## src/rtl/imem_boot_pkg.sv

```systemverilog
`default_nettype none
// ============================================================================
// Module      : imem_boot_pkg
// Description : Shared types and constants for the instruction-memory loader.
// Revision    : 1.0 - initial release
// ============================================================================
package imem_boot_pkg;

  localparam int LEN_W          = 16;
  localparam int DEFAULT_DEPTH  = 64;
  localparam int DEFAULT_ADDR_W = 6;

  typedef enum logic [2:0] {
    ST_IDLE = 3'd0,
    ST_LEN0 = 3'd1,
    ST_LEN1 = 3'd2,
    ST_DATA = 3'd3,
    ST_DONE = 3'd4,
    ST_ERR  = 3'd5
  } state_e;

endpackage
`default_nettype wire

```

## src/rtl/imem_word_packer.sv

```systemverilog
`default_nettype none
// ============================================================================
// Module      : imem_word_packer
// Description : Packs a byte stream into 32-bit little-endian words.
// Revision    : 1.0 - initial release
// ============================================================================
module imem_word_packer (
  input  logic        clk,
  input  logic        rst,
  input  logic        clear_i,
  input  logic        byte_valid_i,
  input  logic [7:0]  byte_i,
  output logic        word_valid_o,
  output logic [31:0] word_data_o
);

  logic [1:0]  lane_q, lane_d;
  logic [23:0] shift_q, shift_d;

  // Bytes enter at the top and shift down, so byte 0 ends up in [7:0].
  always_comb begin
    lane_d  = lane_q;
    shift_d = shift_q;
    if (clear_i) begin
      lane_d  = 2'd0;
      shift_d = 24'd0;
    end else if (byte_valid_i) begin
      lane_d  = lane_q + 2'd1;
      shift_d = {byte_i, shift_q[23:8]};
    end
  end

  always_ff @(posedge clk or posedge rst) begin
    if (rst) begin
      lane_q  <= 2'd0;
      shift_q <= 24'd0;
    end else begin
      lane_q  <= lane_d;
      shift_q <= shift_d;
    end
  end

  assign word_valid_o = byte_valid_i && !clear_i && (lane_q == 2'd3);
  assign word_data_o  = {byte_i, shift_q};

endmodule
`default_nettype wire

```

## src/rtl/imem_boot_loader.sv

```systemverilog
`default_nettype none
// ============================================================================
// Module      : imem_boot_loader
// Description : Loads a length-prefixed program image into instruction memory
//               and holds the core until the image is committed.
// Revision    : 1.0 - initial release
// ============================================================================
module imem_boot_loader
  import imem_boot_pkg::*;
#(
  parameter int DEPTH  = DEFAULT_DEPTH,
  parameter int ADDR_W = DEFAULT_ADDR_W
) (
  input  logic              clk,
  input  logic              rst,
  input  logic              load_start_i,
  input  logic              in_valid_i,
  input  logic [7:0]        in_data_i,
  output logic              in_ready_o,
  output logic              mem_we_o,
  output logic [ADDR_W-1:0] mem_waddr_o,
  output logic [31:0]       mem_wdata_o,
  output logic              core_hold_o,
  output logic              busy_o,
  output logic              done_o,
  output logic              err_o,
  output logic [ADDR_W:0]   words_loaded_o
);

  state_e            state_q, state_d;
  logic [LEN_W-1:0]  len_q, len_d;
  logic [ADDR_W:0]   words_q, words_d;
  logic              mem_we_q, mem_we_d;
  logic [ADDR_W-1:0] waddr_q, waddr_d;
  logic [31:0]       wdata_q, wdata_d;
  logic              core_hold_q, core_hold_d;
  logic              busy_q, busy_d;
  logic              done_q, done_d;
  logic              err_q, err_d;

  logic              w_accept;
  logic              w_start;
  logic [LEN_W-1:0]  w_len_full;
  logic [ADDR_W:0]   w_words_next;
  logic              w_last;
  logic              w_word_valid;
  logic [31:0]       w_word_data;

  assign in_ready_o   = (state_q == ST_LEN0) || (state_q == ST_LEN1) || (state_q == ST_DATA);
  assign w_accept     = in_valid_i && in_ready_o;
  assign w_start      = load_start_i &&
                        ((state_q == ST_IDLE) || (state_q == ST_DONE) || (state_q == ST_ERR));
  assign w_len_full   = {in_data_i, len_q[7:0]};
  assign w_words_next = (words_q == (ADDR_W+1)'(DEPTH)) ? words_q : words_q + 1'b1;
  assign w_last       = (LEN_W'(w_words_next) == len_q);

  imem_word_packer u_packer (
    .clk          (clk),
    .rst          (rst),
    .clear_i      (w_start),
    .byte_valid_i (w_accept && (state_q == ST_DATA)),
    .byte_i       (in_data_i),
    .word_valid_o (w_word_valid),
    .word_data_o  (w_word_data)
  );

  always_comb begin
    state_d  = state_q;
    len_d    = len_q;
    words_d  = words_q;
    mem_we_d = 1'b0;
    waddr_d  = waddr_q;
    wdata_d  = wdata_q;
    unique case (state_q)
      ST_IDLE, ST_DONE, ST_ERR: begin
        if (w_start) begin
          state_d = ST_LEN0;
          len_d   = '0;
          words_d = '0;
        end
      end
      ST_LEN0: begin
        if (w_accept) begin
          len_d[7:0] = in_data_i;
          state_d    = ST_LEN1;
        end
      end
      ST_LEN1: begin
        if (w_accept) begin
          len_d = w_len_full;
          if (w_len_full == '0)
            state_d = ST_DONE;
          else if (w_len_full > LEN_W'(DEPTH))
            state_d = ST_ERR;
          else
            state_d = ST_DATA;
        end
      end
      ST_DATA: begin
        if (w_word_valid) begin
          mem_we_d = 1'b1;
          waddr_d  = words_q[ADDR_W-1:0];
          wdata_d  = w_word_data;
          words_d  = w_words_next;
          if (w_last)
            state_d = ST_DONE;
        end
      end
      default: state_d = ST_IDLE;
    endcase

    busy_d      = (state_d == ST_LEN0) || (state_d == ST_LEN1) || (state_d == ST_DATA);
    // Release one edge after DONE is entered so the final write is already in memory.
    done_d      = (state_q == ST_DONE) && (state_d == ST_DONE);
    err_d       = (state_d == ST_ERR);
    core_hold_d = !done_d;
  end

  always_ff @(posedge clk or posedge rst) begin
    if (rst) begin
      state_q     <= ST_IDLE;
      len_q       <= '0;
      words_q     <= '0;
      mem_we_q    <= 1'b0;
      waddr_q     <= '0;
      wdata_q     <= '0;
      core_hold_q <= 1'b1;
      busy_q      <= 1'b0;
      done_q      <= 1'b0;
      err_q       <= 1'b0;
    end else begin
      state_q     <= state_d;
      len_q       <= len_d;
      words_q     <= words_d;
      mem_we_q    <= mem_we_d;
      waddr_q     <= waddr_d;
      wdata_q     <= wdata_d;
      core_hold_q <= core_hold_d;
      busy_q      <= busy_d;
      done_q      <= done_d;
      err_q       <= err_d;
    end
  end

  assign mem_we_o       = mem_we_q;
  assign mem_waddr_o    = waddr_q;
  assign mem_wdata_o    = wdata_q;
  assign core_hold_o    = core_hold_q;
  assign busy_o         = busy_q;
  assign done_o         = done_q;
  assign err_o          = err_q;
  assign words_loaded_o = words_q;

endmodule
`default_nettype wire

```

## config.mk

```make
export PLATFORM = sky130hd
export DESIGN_NAME = imem_boot_loader
export DESIGN_NICKNAME = d
export VERILOG_FILES = /design/src/rtl/imem_boot_pkg.sv /design/src/rtl/imem_word_packer.sv /design/src/rtl/imem_boot_loader.sv
export SDC_FILE = /design/constraint.sdc
export NUM_CORES = 1
export LEC_CHECK = 0
export BUFFER_PORTS_ARGS = -buffer_cell sky130_fd_sc_hd__buf_2
export CAP_MARGIN = 20
export CORE_MARGIN = 3
export CORE_UTILIZATION = 25
export CTS_CLUSTER_DIAMETER = 100
export CTS_CLUSTER_SIZE = 40
export DETAILED_ROUTE_END_ITERATION = 12
export GPL_TIMING_DRIVEN = 0
export SLEW_MARGIN = 20
export SYNTH_ARGS = -nofsm -noshare
export SYNTH_HDL_FRONTEND = slang
export SYNTH_SLANG_ARGS = --single-unit
```

## constraint.sdc

```tcl
create_clock -name clk -period 4.15 [get_ports clk]
set_input_delay 0.83 -clock clk [delete_from_list [all_inputs] [get_ports clk]]
set_output_delay 0.83 -clock clk [all_outputs]
set_load 0.05 [all_outputs]
```

==> results of run 1 <==
synth_stat cells, types with 2 or more instances:
master | count | area share, %
buf_4 | 3 | 0.55
nor2_1 | 11 | 1.0
xor2_1 | 7 | 1.5
nand2b_1 | 2 | 0.31
o21ai_0 | 28 | 3.4
nand2_1 | 86 | 7.9
o31ai_1 | 2 | 0.37
nand3_1 | 28 | 3.4
buf_2 | 10 | 1.2
and4_1 | 3 | 0.65
clkbuf_1 | 6 | 0.55
a21oi_1 | 6 | 0.74
inv_1 | 21 | 1.9
a22o_1 | 25 | 5.4
nor2b_1 | 4 | 0.61
ha_1 | 3 | 0.92
and2_1 | 2 | 0.31
nor4_1 | 3 | 0.46
and3_1 | 2 | 0.31
xnor2_1 | 4 | 0.86
dfrtp_1 | 94 | 58
a21o_1 | 2 | 0.37
and2b_1 | 3 | 0.55
mux2_2 | 13 | 3.6
routing by layer:
layer / share of wire [%] / routed length, microns / vias up
met5: 0 / 0 / -
met4: 1.7 / 168 / 0
met3: 5.1 / 513 / 10
met2: 44 / 4430 / 79
met1: 49 / 4860 / 1468
li1: - / - / 1467
power groups by stage:
| stage | sequential (W) | clock, W | combinational (W) |
|---|---|---|---|
| floorplan | 0.00166 | 0 | 0.000620 |
| global placement | 0.00141 | 0 | 0.00115 |
| detailed placement | 0.00142 | 0 | 0.00119 |
| CTS | 0.00141 | 0.000817 | 0.00119 |
| global route | 0.00144 | 0.000856 | 0.00129 |
| finish | 0.00141 | 0.000793 | 0.00119 |
sequential cells by signal (all words and copies together), names as in the netlist:
name / cells
busy_o: 1
mem_we_o: 1
done_o: 1
mem_wdata_o: 32
len_q: 16
u_packer.shift_q: 24
u_packer.lane_q: 2
err_o: 1
mem_waddr_o: 6
words_loaded_o: 7
state_q: 3
core_hold_o: 1
cells by family (layout without fill, tap and decap cells):
kind of cell | count (synthesis) | in the layout | share of synthesized area [%]
fa+ha+maj | 3 | 3 | 0.922
simple gates | 150 | 150 | 17.2
flops | 95 | 95 | 58.4
compound gates | 73 | 73 | 13.1
mux | 13 | 13 | 3.60
xor+xnor | 11 | 11 | 2.37
buf+inv | 41 | 120 | 4.37
metrics by stage:
stage	hold WS, ns	utilization, %
3_3_place_gp	0.457	29.3
5_1_grt	0.407	31.3
6_report	0.406	31.3
4_1_cts	0.398	31.3
3_5_place_dp	0.461	29.5
2_1_floorplan	0.440	-
final timing paths:
kind,from,to,cells past startpoint
setup / recovery,words_loaded_o[0],err_o,6
hold / removal,rst,mem_waddr_o[1],2
setup reg to reg,words_loaded_o[0],err_o,6
hold reg to reg,mem_wdata_o[22],mem_wdata_o[22],2
max in group asynchronous,rst,len_q[13],3
min in group clk,mem_wdata_o[22],mem_wdata_o[22],2
layout make-up:
type / count / area [sq um] / area share (%)
Tap cell: 216 / 270 / 5.44
Sequential cell: 95 / 2380 / 47.9
Clock buffer: 10 / 229 / 4.61
Timing Repair Buffer: 63 / 338 / 6.80
Multi-Input combinational cell: 250 / 1510 / 30.5
Buffer: 20 / 98.8 / 1.99
Clock inverter: 6 / 53.8 / 1.08
Inverter: 21 / 83.8 / 1.69
==> flow_summary.json, run 1 <==
{
  "crit_arrival_ns": 2.50,
  "cp_max_fo": 9,
  "layout_commonest_cell": "dfrtp_1",
  "portBuffers": 62,
  "placed_cells": 665,
  "cp_num_buf_inv": 0,
  "worst_pin_slew_ns": 0.568,
  "setup_ws_ns": 1.89,
  "p_sw_w": 0.00139,
  "crit_path_end_kind": "flip-flop",
  "fp.coreArea_sq_mm": 0.0159,
  "p_int_w": 0.00199,
  "dieHeight_microns": 134,
  "wire_per_inst_microns": 14.6,
  "cts.clk_slew.worst_paths_ns": 0.07,
  "cts.htree.levels": 3,
  "pre_cts_ws_ns": 1.55,
  "synth.net_count": 401,
  "avgSynthCellArea_sq_um": 10.5,
  "ys_types": 42,
  "cts_max_path_buffers": 2,
  "vdd_ir_drop_max_uv": 349,
  "met2_usage_pct": 16.5,
  "vias_per_cell": 4.44,
  "cp_top_family": "simple AND/OR/NAND/NOR gates",
  "cts_resized": 0,
  "dieArea_sq_mm": 0.0178,
  "cp-start-kind": "flip-flop",
  "hold_viol": 0,
  "drive_gt1_share_pct": 23.9,
  "max_stage_delay_ns": 0.53,
  "cpMaxStageDelayCell": "dfrtp_1",
  "top_usage_layer": "met2",
  "mostFrequentLayoutCells": "dfrtp_1, nand2_1, buf_2",
  "num-nets-final": 475,
  "overflow": 0,
  "gp_congestion": 0.810,
  "fin_setup_tns_ns": 0,
  "cts_buffers": 9,
  "r2r_slack_ns": 1.89,
  "vias": 3024,
  "antennaDiodeCount": 0,
  "syn2layout_area_growth_pct": 22.0,
  "cp_cell_sequence": "ha_1 -> nand3_1 -> a2111oi_0 -> and4_4 -> o21ai_1 -> and2_1",
  "post_cts_buffers": 0,
  "cts_tree": "done",
  "post-route-min-period_ns": 2.26,
  "stdcell_count": 681,
  "top_level_ports": 63,
  "ys.flop_type": "dfrtp_1",
  "worstSetupPathType": "reg2reg",
  "met3_usage_pct": 3.10,
  "syn_inst": 386,
  "global_route.usage.met1_pct": 16.5,
  "relSlewSlack_pct": 62.0,
  "final_area_sq_mm": 0.00497,
  "swShare_pct": 41.1,
  "post-route-period-util_pct": 54.6,
  "fmax_mhz": 442,
  "grt_max_degree": 79,
  "fill_cells": 1686,
  "pwr-share-clk_pct": 23.4,
  "cts_sinks": 95,
  "finalSetupViolCount": 0,
  "slew_viol_final": 0,
  "antenna_found_initial": 0,
  "synth_edf_count": 0,
  "placementRows": 46,
  "clk_latency_ns": 0.35,
  "dp_hpwl_microns": 7210,
  "place_area_sq_mm": 0.00468,
  "final_antenna_net_count": 0,
  "leakagePower_nw": 2.59,
  "rsz0062_at_grt": "false",
  "outcome": "finished, final reports clean",
  "first_global_vias": 3100,
  "grt_pass1_wl_microns": 16300,
  "power_w": 0.00339,
  "drv_cap": 0,
  "synthArstFlopShare_pct": 100,
  "dieWidth_microns": 134,
  "synth-seq-area-share_pct": 58.4,
  "power.density_mw_per_mm2": 682,
  "drc": 0,
  "cts_root_buf": "clkbuf_16",
  "ys_warn_count": 0,
  "routed_wl_microns": 9970,
  "pwr-share-seq_pct": 41.5,
  "drt_iter0_drc": 246,
  "finClkSkew_ns": 0.00902,
  "dr.pass1.iters": 4,
  "ys_ff_latch": 95,
  "grt_usage_pct": 11.6,
  "combinationalPowerShare_pct": 35.0,
  "hold_path_class": "in2async",
  "ctsHoldBuffers": 0,
  "required_ns": 4.38,
  "initial_core_util_pct": 25.6,
  "synth_area_sq_mm": 0.00407
}
Power figures use the tool's default switching activity.
==> run 2: changes to the inputs <==
- clock period: 4.15 -> 1.85 ns (I/O delays scaled with it)
==> run 2 against run 1 <==
Net effect:
- the run now ends with setup timing left
- critical path type unchanged
- register-to-register slack worse by 2.0 ns
- count of clock-buffer cells in the layout unchanged
- largest cell class unchanged
- routed wire length up 2.8%
==> flow_summary.json, run 2 (synthesized netlist as in run 1, its figures left out) <==
{
  "relSlewSlack_pct": 64.7,
  "cp_top_family": "simple AND/OR/NAND/NOR gates",
  "hold-worst-slack_ns": 0.0579,
  "antennaDiodeCount": 0,
  "hold_path_class": "in2async",
  "power.density_mw_per_mm2": 1490,
  "outcome": "finished, violations left",
  "portBuffers": 62,
  "fmax_mhz": 521,
  "hold_viol": 0,
  "drc": 0,
  "cts_sinks": 95,
  "finClkSkew_ns": 0.0112,
  "grt_max_degree": 35,
  "placementRows": 46,
  "crit_arrival_ns": 2.20,
  "slew_viol_final": 0,
  "crit_path_end_kind": "flip-flop",
  "cts_tree": "done",
  "stdcell_count": 694,
  "vias_per_cell": 4.50,
  "max_stage_delay_ns": 0.50,
  "dr.pass1.iters": 4,
  "cp_cell_sequence": "nor4b_4 -> nand2_2 -> a221oi_2 -> and4_4 -> a211o_4 -> and3_1",
  "required_ns": 2.13,
  "cts.htree.levels": 3,
  "cts.clk_slew.worst_paths_ns": 0.07,
  "cp_num_buf_inv": 0,
  "cts_max_path_buffers": 2,
  "post-route-period-util_pct": 104,
  "finalSetupViolCount": 4,
  "worst_pin_slew_ns": 0.529,
  "setup_ws_ns": -0.0686,
  "routed_wl_microns": 10200,
  "dieHeight_microns": 134,
  "dieWidth_microns": 134,
  "largest_reg_flops": 32,
  "rsz0062_at_grt": "true",
  "mostFrequentLayoutCells": "dfrtp_1, nand2_1, buf_2",
  "num-nets-final": 488,
  "drv_cap": 0,
  "fp.coreArea_sq_mm": 0.0159,
  "cts_root_buf": "clkbuf_16",
  "gp_congestion": 0.813,
  "initial_core_util_pct": 25.6,
  "syn2layout_area_growth_pct": 29.8,
  "cp_max_fo": 11,
  "worstSetupPathType": "reg2reg",
  "clk_latency_ns": 0.35,
  "final_antenna_net_count": 0,
  "leakagePower_nw": 2.66,
  "cp-start-kind": "flip-flop",
  "wire_per_inst_microns": 14.8,
  "layout_commonest_cell": "dfrtp_1",
  "antenna_found_initial": 0,
  "post-route-min-period_ns": 1.92,
  "ctsHoldBuffers": 0,
  "dieArea_sq_mm": 0.0178,
  "cts_buffers": 9,
  "power_w": 0.00785,
  "first_global_vias": 3360,
  "overflow": 0,
  "vdd_ir_drop_max_uv": 802,
  "top_level_ports": 63,
  "grt_pass1_wl_microns": 17100,
  "dp_hpwl_microns": 7420,
  "cpMaxStageDelayCell": "dfrtp_2",
  "drive_gt1_share_pct": 33.3,
  "grt_usage_pct": 12.1,
  "placed_cells": 667,
  "vias": 3125,
  "drt_iter0_drc": 146,
  "violations": "setup timing"
}
## run 2: timing repair
action / in CTS / in global routing
setup buffers: 11 / 3
gates resized for setup: 21 / 10
pin swaps: 10 / 2
endpoints found under the hold margin: 0 / 0
gates cloned: 0 / 0
endpoints found under the setup margin: 58 / 74
## run 2: area by class of cell
| type | count | area (sq um) |
|---|---|---|
| Clock buffer | 10 | 229 |
| Inverter | 21 | 86.3 |
| Tap cell | 216 | 270 |
| Clock inverter | 6 | 53.8 |
| Buffer | 17 | 111 |
| Multi-Input combinational cell | 250 | 1650 |
| Timing Repair Buffer | 79 | 490 |
| Sequential cell | 95 | 2390 |
| Fill cell | 1644 | 10600 |
## run 2: worst reg2reg max path, cell delays in order (launching register included)
cell	delay, ns
dfrtp_2	0.50
nor4b_4	0.38
nand2_2	0.10
a221oi_2	0.29
and4_4	0.29
a211o_4	0.13
and3_1	0.15
## run 2: power by group
group	switching [W]	total (W)	internal (W)
Combinational	0.00189	0.00290	0.00101
Clock	0.000841	0.00177	0.000933
Sequential	0.000479	0.00317	0.00269
## run 2: final timing paths
kind	from	to	slack (ns)	cells past startpoint
worst max register to register	words_loaded_o[2]	done_o	-0.07	6
min in group clk	in_data_i[5]	u_packer.shift_q[21]	0.35	2
max in group asynchronous	rst	mem_wdata_o[25]	1.14	4
worst min-delay path	rst	mem_wdata_o[21]	0.06	2
worst max-delay path	words_loaded_o[2]	done_o	-0.07	6
worst min register to register	mem_wdata_o[2]	mem_wdata_o[2]	0.48	2
## run 2: per-stage QoR
| step | setup slack [ns] | cell area [sq um] | utilization, % | setup TNS (ns) |
|---|---|---|---|---|
| finish | -0.0686 | 5280 | 33.2 | -0.183 |
| global route | -0.173 | 5280 | 33.2 | -0.957 |
| CTS | -0.0563 | 5240 | 33.0 | -0.109 |
| detailed placement | -0.291 | 4810 | 30.3 | -8.54 |
| global placement | -0.396 | 4740 | 29.8 | -33.26 |
| floorplan | -0.104 | 4160 | - | -0.262 |
## run 2: metal layers
layer  vias to the layer above  GRT usage, %  routed length [microns]
met5                         -             0                        0
met4                         0          6.17                      223
met3                        14          2.27                      371
met2                        71          18.9                     4710
met1                      1539          16.1                     4940
li1                       1501             -                        -
==> run 3: changes to the inputs <==
- SYNTH_HIERARCHICAL: unset -> 1
==> run 3 against run 2 <==
Net effect:
- the run still ends with setup timing left
- critical path type unchanged
- critical endpoint is now state_q[1]
- critical path depth rose by 2
- combinational power fell by 30%
- register-to-register slack got worse by 0.08 ns
- synthesized cell count rose by 16%
- synthesized area rose by 6.4%
- final cell count rose by 11%
==> flow_summary.json, run 3 <==
{
  "clk_latency_ns": 0.36,
  "place_area_sq_mm": 0.00510,
  "worst_pin_slew_ns": 0.943,
  "largest_reg_flops": 32,
  "crit_end": "state_q[1]",
  "initial_core_util_pct": 25.8,
  "slew_viol_final": 0,
  "pre_cts_ws_ns": -0.442,
  "portBuffers": 62,
  "cp_num_buf_inv": 2,
  "fin_util_pct": 34.3,
  "yosysTopAreaCellShare_pct": 54.3,
  "placementRows": 47,
  "top_level_ports": 63,
  "grt_usage_pct": 12.8,
  "wire_per_inst_microns": 15.0,
  "cts_buffers": 9,
  "timing.rr.end": "state_q[1]",
  "dieArea_sq_mm": 0.0189,
  "drive_gt1_share_pct": 32.7,
  "dieWidth_microns": 138,
  "cts.clk_slew.worst_paths_ns": 0.07,
  "ys_types": 54,
  "r2r_slack_ns": -0.15,
  "stdcell_count": 771,
  "overflow": 0,
  "seq_area_sq_mm": 0.00238,
  "final_area_sq_mm": 0.00576,
  "crit_arrival_ns": 2.22,
  "leakagePower_nw": 2.97,
  "cts.htree.levels": 3,
  "rsz0062_at_grt": "true",
  "vdd_ir_drop_max_uv": 524,
  "max_stage_delay_ns": 0.44,
  "cp-start-kind": "flip-flop",
  "hold_path_class": "in2reg",
  "vias": 3438,
  "ys.flop_type": "dfrtp_1",
  "synth.net_count": 461,
  "required_ns": 2.07,
  "antenna_found_initial": 0,
  "hold_viol": 0,
  "first_global_vias": 3620,
  "post-route-min-period_ns": 2.00,
  "cts_root_buf": "clkbuf_16",
  "rr_worst_depth": 8,
  "synth.top_cells.by_count": "nand2_1, dfrtp_1, nor2_1, mux2i_1, o21ai_1",
  "cpMaxStageDelayCell": "dfrtp_2",
  "synthArstFlopShare_pct": 100,
  "dp_hpwl_microns": 8070,
  "cts_max_path_buffers": 2,
  "fill_cells": 1697,
  "synthTopCellsByArea": "dfrtp_1, nand2_1, mux2i_1, nor2_1, o21ai_1",
  "hp-start": "in_data_i[1]",
  "cp_cell_sequence": "inv_2 -> ha_4 -> xor2_2 -> a211o_1 -> a211o_1 -> nor4_4 -> buf_4 -> a41oi_2",
  "finClkSkew_ns": 0.0136,
  "drc": 0,
  "finalSetupViolCount": 4,
  "fp.coreArea_sq_mm": 0.0168,
  "worstSetupPathType": "reg2reg",
  "syn2layout_area_growth_pct": 32.9,
  "dieHeight_microns": 138,
  "mostFrequentLayoutCells": "nand2_1, dfrtp_1, buf_2",
  "crit_path_start": "words_loaded_o[1]",
  "fmax_mhz": 501,
  "antennaDiodeCount": 0,
  "multi_input_area_sq_mm": 0.00185,
  "outcome": "finished, violations left",
  "timing.rr.start": "words_loaded_o[1]",
  "hold_depth": 3,
  "violations": "setup timing",
  "cp_common_cell": "a211o_1",
  "layout_commonest_cell": "nand2_1",
  "num-nets-final": 561,
  "relSlewSlack_pct": 36.8,
  "placed_cells": 730,
  "syn_inst": 446,
  "routed_wl_microns": 11500,
  "yosysTopAreaCell": "dfrtp_1",
  "post-route-period-util_pct": 108,
  "crit_path_end_kind": "flip-flop",
  "gp_congestion": 0.821,
  "synth_most_common_cell": "nand2_1",
  "synth_area_sq_mm": 0.00433,
  "synth-seq-area-share_pct": 54.9,
  "cts_sinks": 95,
  "power_w": 0.00668,
  "dr.pass1.iters": 6,
  "grt_pass1_wl_microns": 18600,
  "final_antenna_net_count": 0,
  "drv_cap": 0,
  "synth_edf_count": 0,
  "power.density_mw_per_mm2": 1160,
  "vias_per_cell": 4.46,
  "cp_top_family": "compound AO/OA/AOI/OAI gates",
  "cts_tree": "done",
  "ys_warn_count": 6,
  "avgSynthCellArea_sq_um": 9.71,
  "setup_ws_ns": -0.146,
  "ys_ff_latch": 95,
  "cp_num_cells": 8,
  "cp_max_fo": 4,
  "grt_max_degree": 34,
  "drt_iter0_drc": 238
}
run 3: worst min-delay path by stage:
stage / endpoint
2_1_floorplan: u_packer/lane_q[0]
3_3_place_gp: mem_wdata_o[23]
3_5_place_dp: mem_wdata_o[18]
4_1_cts: len_q[9]
5_1_grt: len_q[9]
6_report: len_q[9]
run 3: timing repair:
| item | in CTS | in global routing |
|---|---|---|
| gates resized for setup | 16 | 21 |
| pin swaps | 9 | 9 |
| hold buffers | 1 | 0 |
| setup buffers | 15 | 11 |
| endpoints found under the hold margin | 3 | 0 |
| setup endpoints to repair | 50 | 18 |
| gates cloned | 2 | 0 |
run 3: layout make-up:
type                    count  share of cell area [%]
inverters                  14                    1.11
multi-input cells         305                    32.1
repair buffers             91                    10.1
well taps                 220                    4.78
plain buffers              29                    4.89
flip-flops and latches     95                    41.4
clock inverters             7                    1.33
clock buffers               9                    3.91
repair inverters            1                   0.283
run 3: cell families after synthesis:
logic type	synth area share [%]
DFF	54.9
adders and majority gates	0.867
buffers and inverters	6.35
and+or+nand+nor	22.3
muxes	6.01
xor gates and xnor gates	2.77
AOI/OAI and AO/OA	6.79
run 3: worst min-delay path, cell delays in order:
cell and delay [ns]:
buf_2 0.15, nand2_1 0.07, o21ai_1 0.05
run 3: metal layers:
| metal | up-vias | global-route usage [%] | share of wire, % |
|---|---|---|---|
| met2 | 85 | 20.1 | 45 |
| met1 | 1674 | 16.6 | 47 |
| met3 | 22 | 2.99 | 4.5 |
| met5 | - | 0 | 0 |
| li1 | 1657 | - | - |
| met4 | 0 | 5.88 | 2.9 |
run 3: power breakdown:
group	total [W]	leakage [nW]	internal (W)	switching (W)
Combinational	0.00204	1.53	0.000852	0.00119
Clock	0.00194	0.148	0.00106	0.000876
Sequential	0.00270	1.29	0.00243	0.000273
run 3: through the flow:
step / TNS [ns] / hold WS, ns
finish: -0.417 / 0.322
global route: -0.913 / 0.314
CTS: -0.352 / 0.310
detailed placement: -17.07 / 0.295
global placement: -15.62 / 0.450
floorplan: -2.50 / 0.410
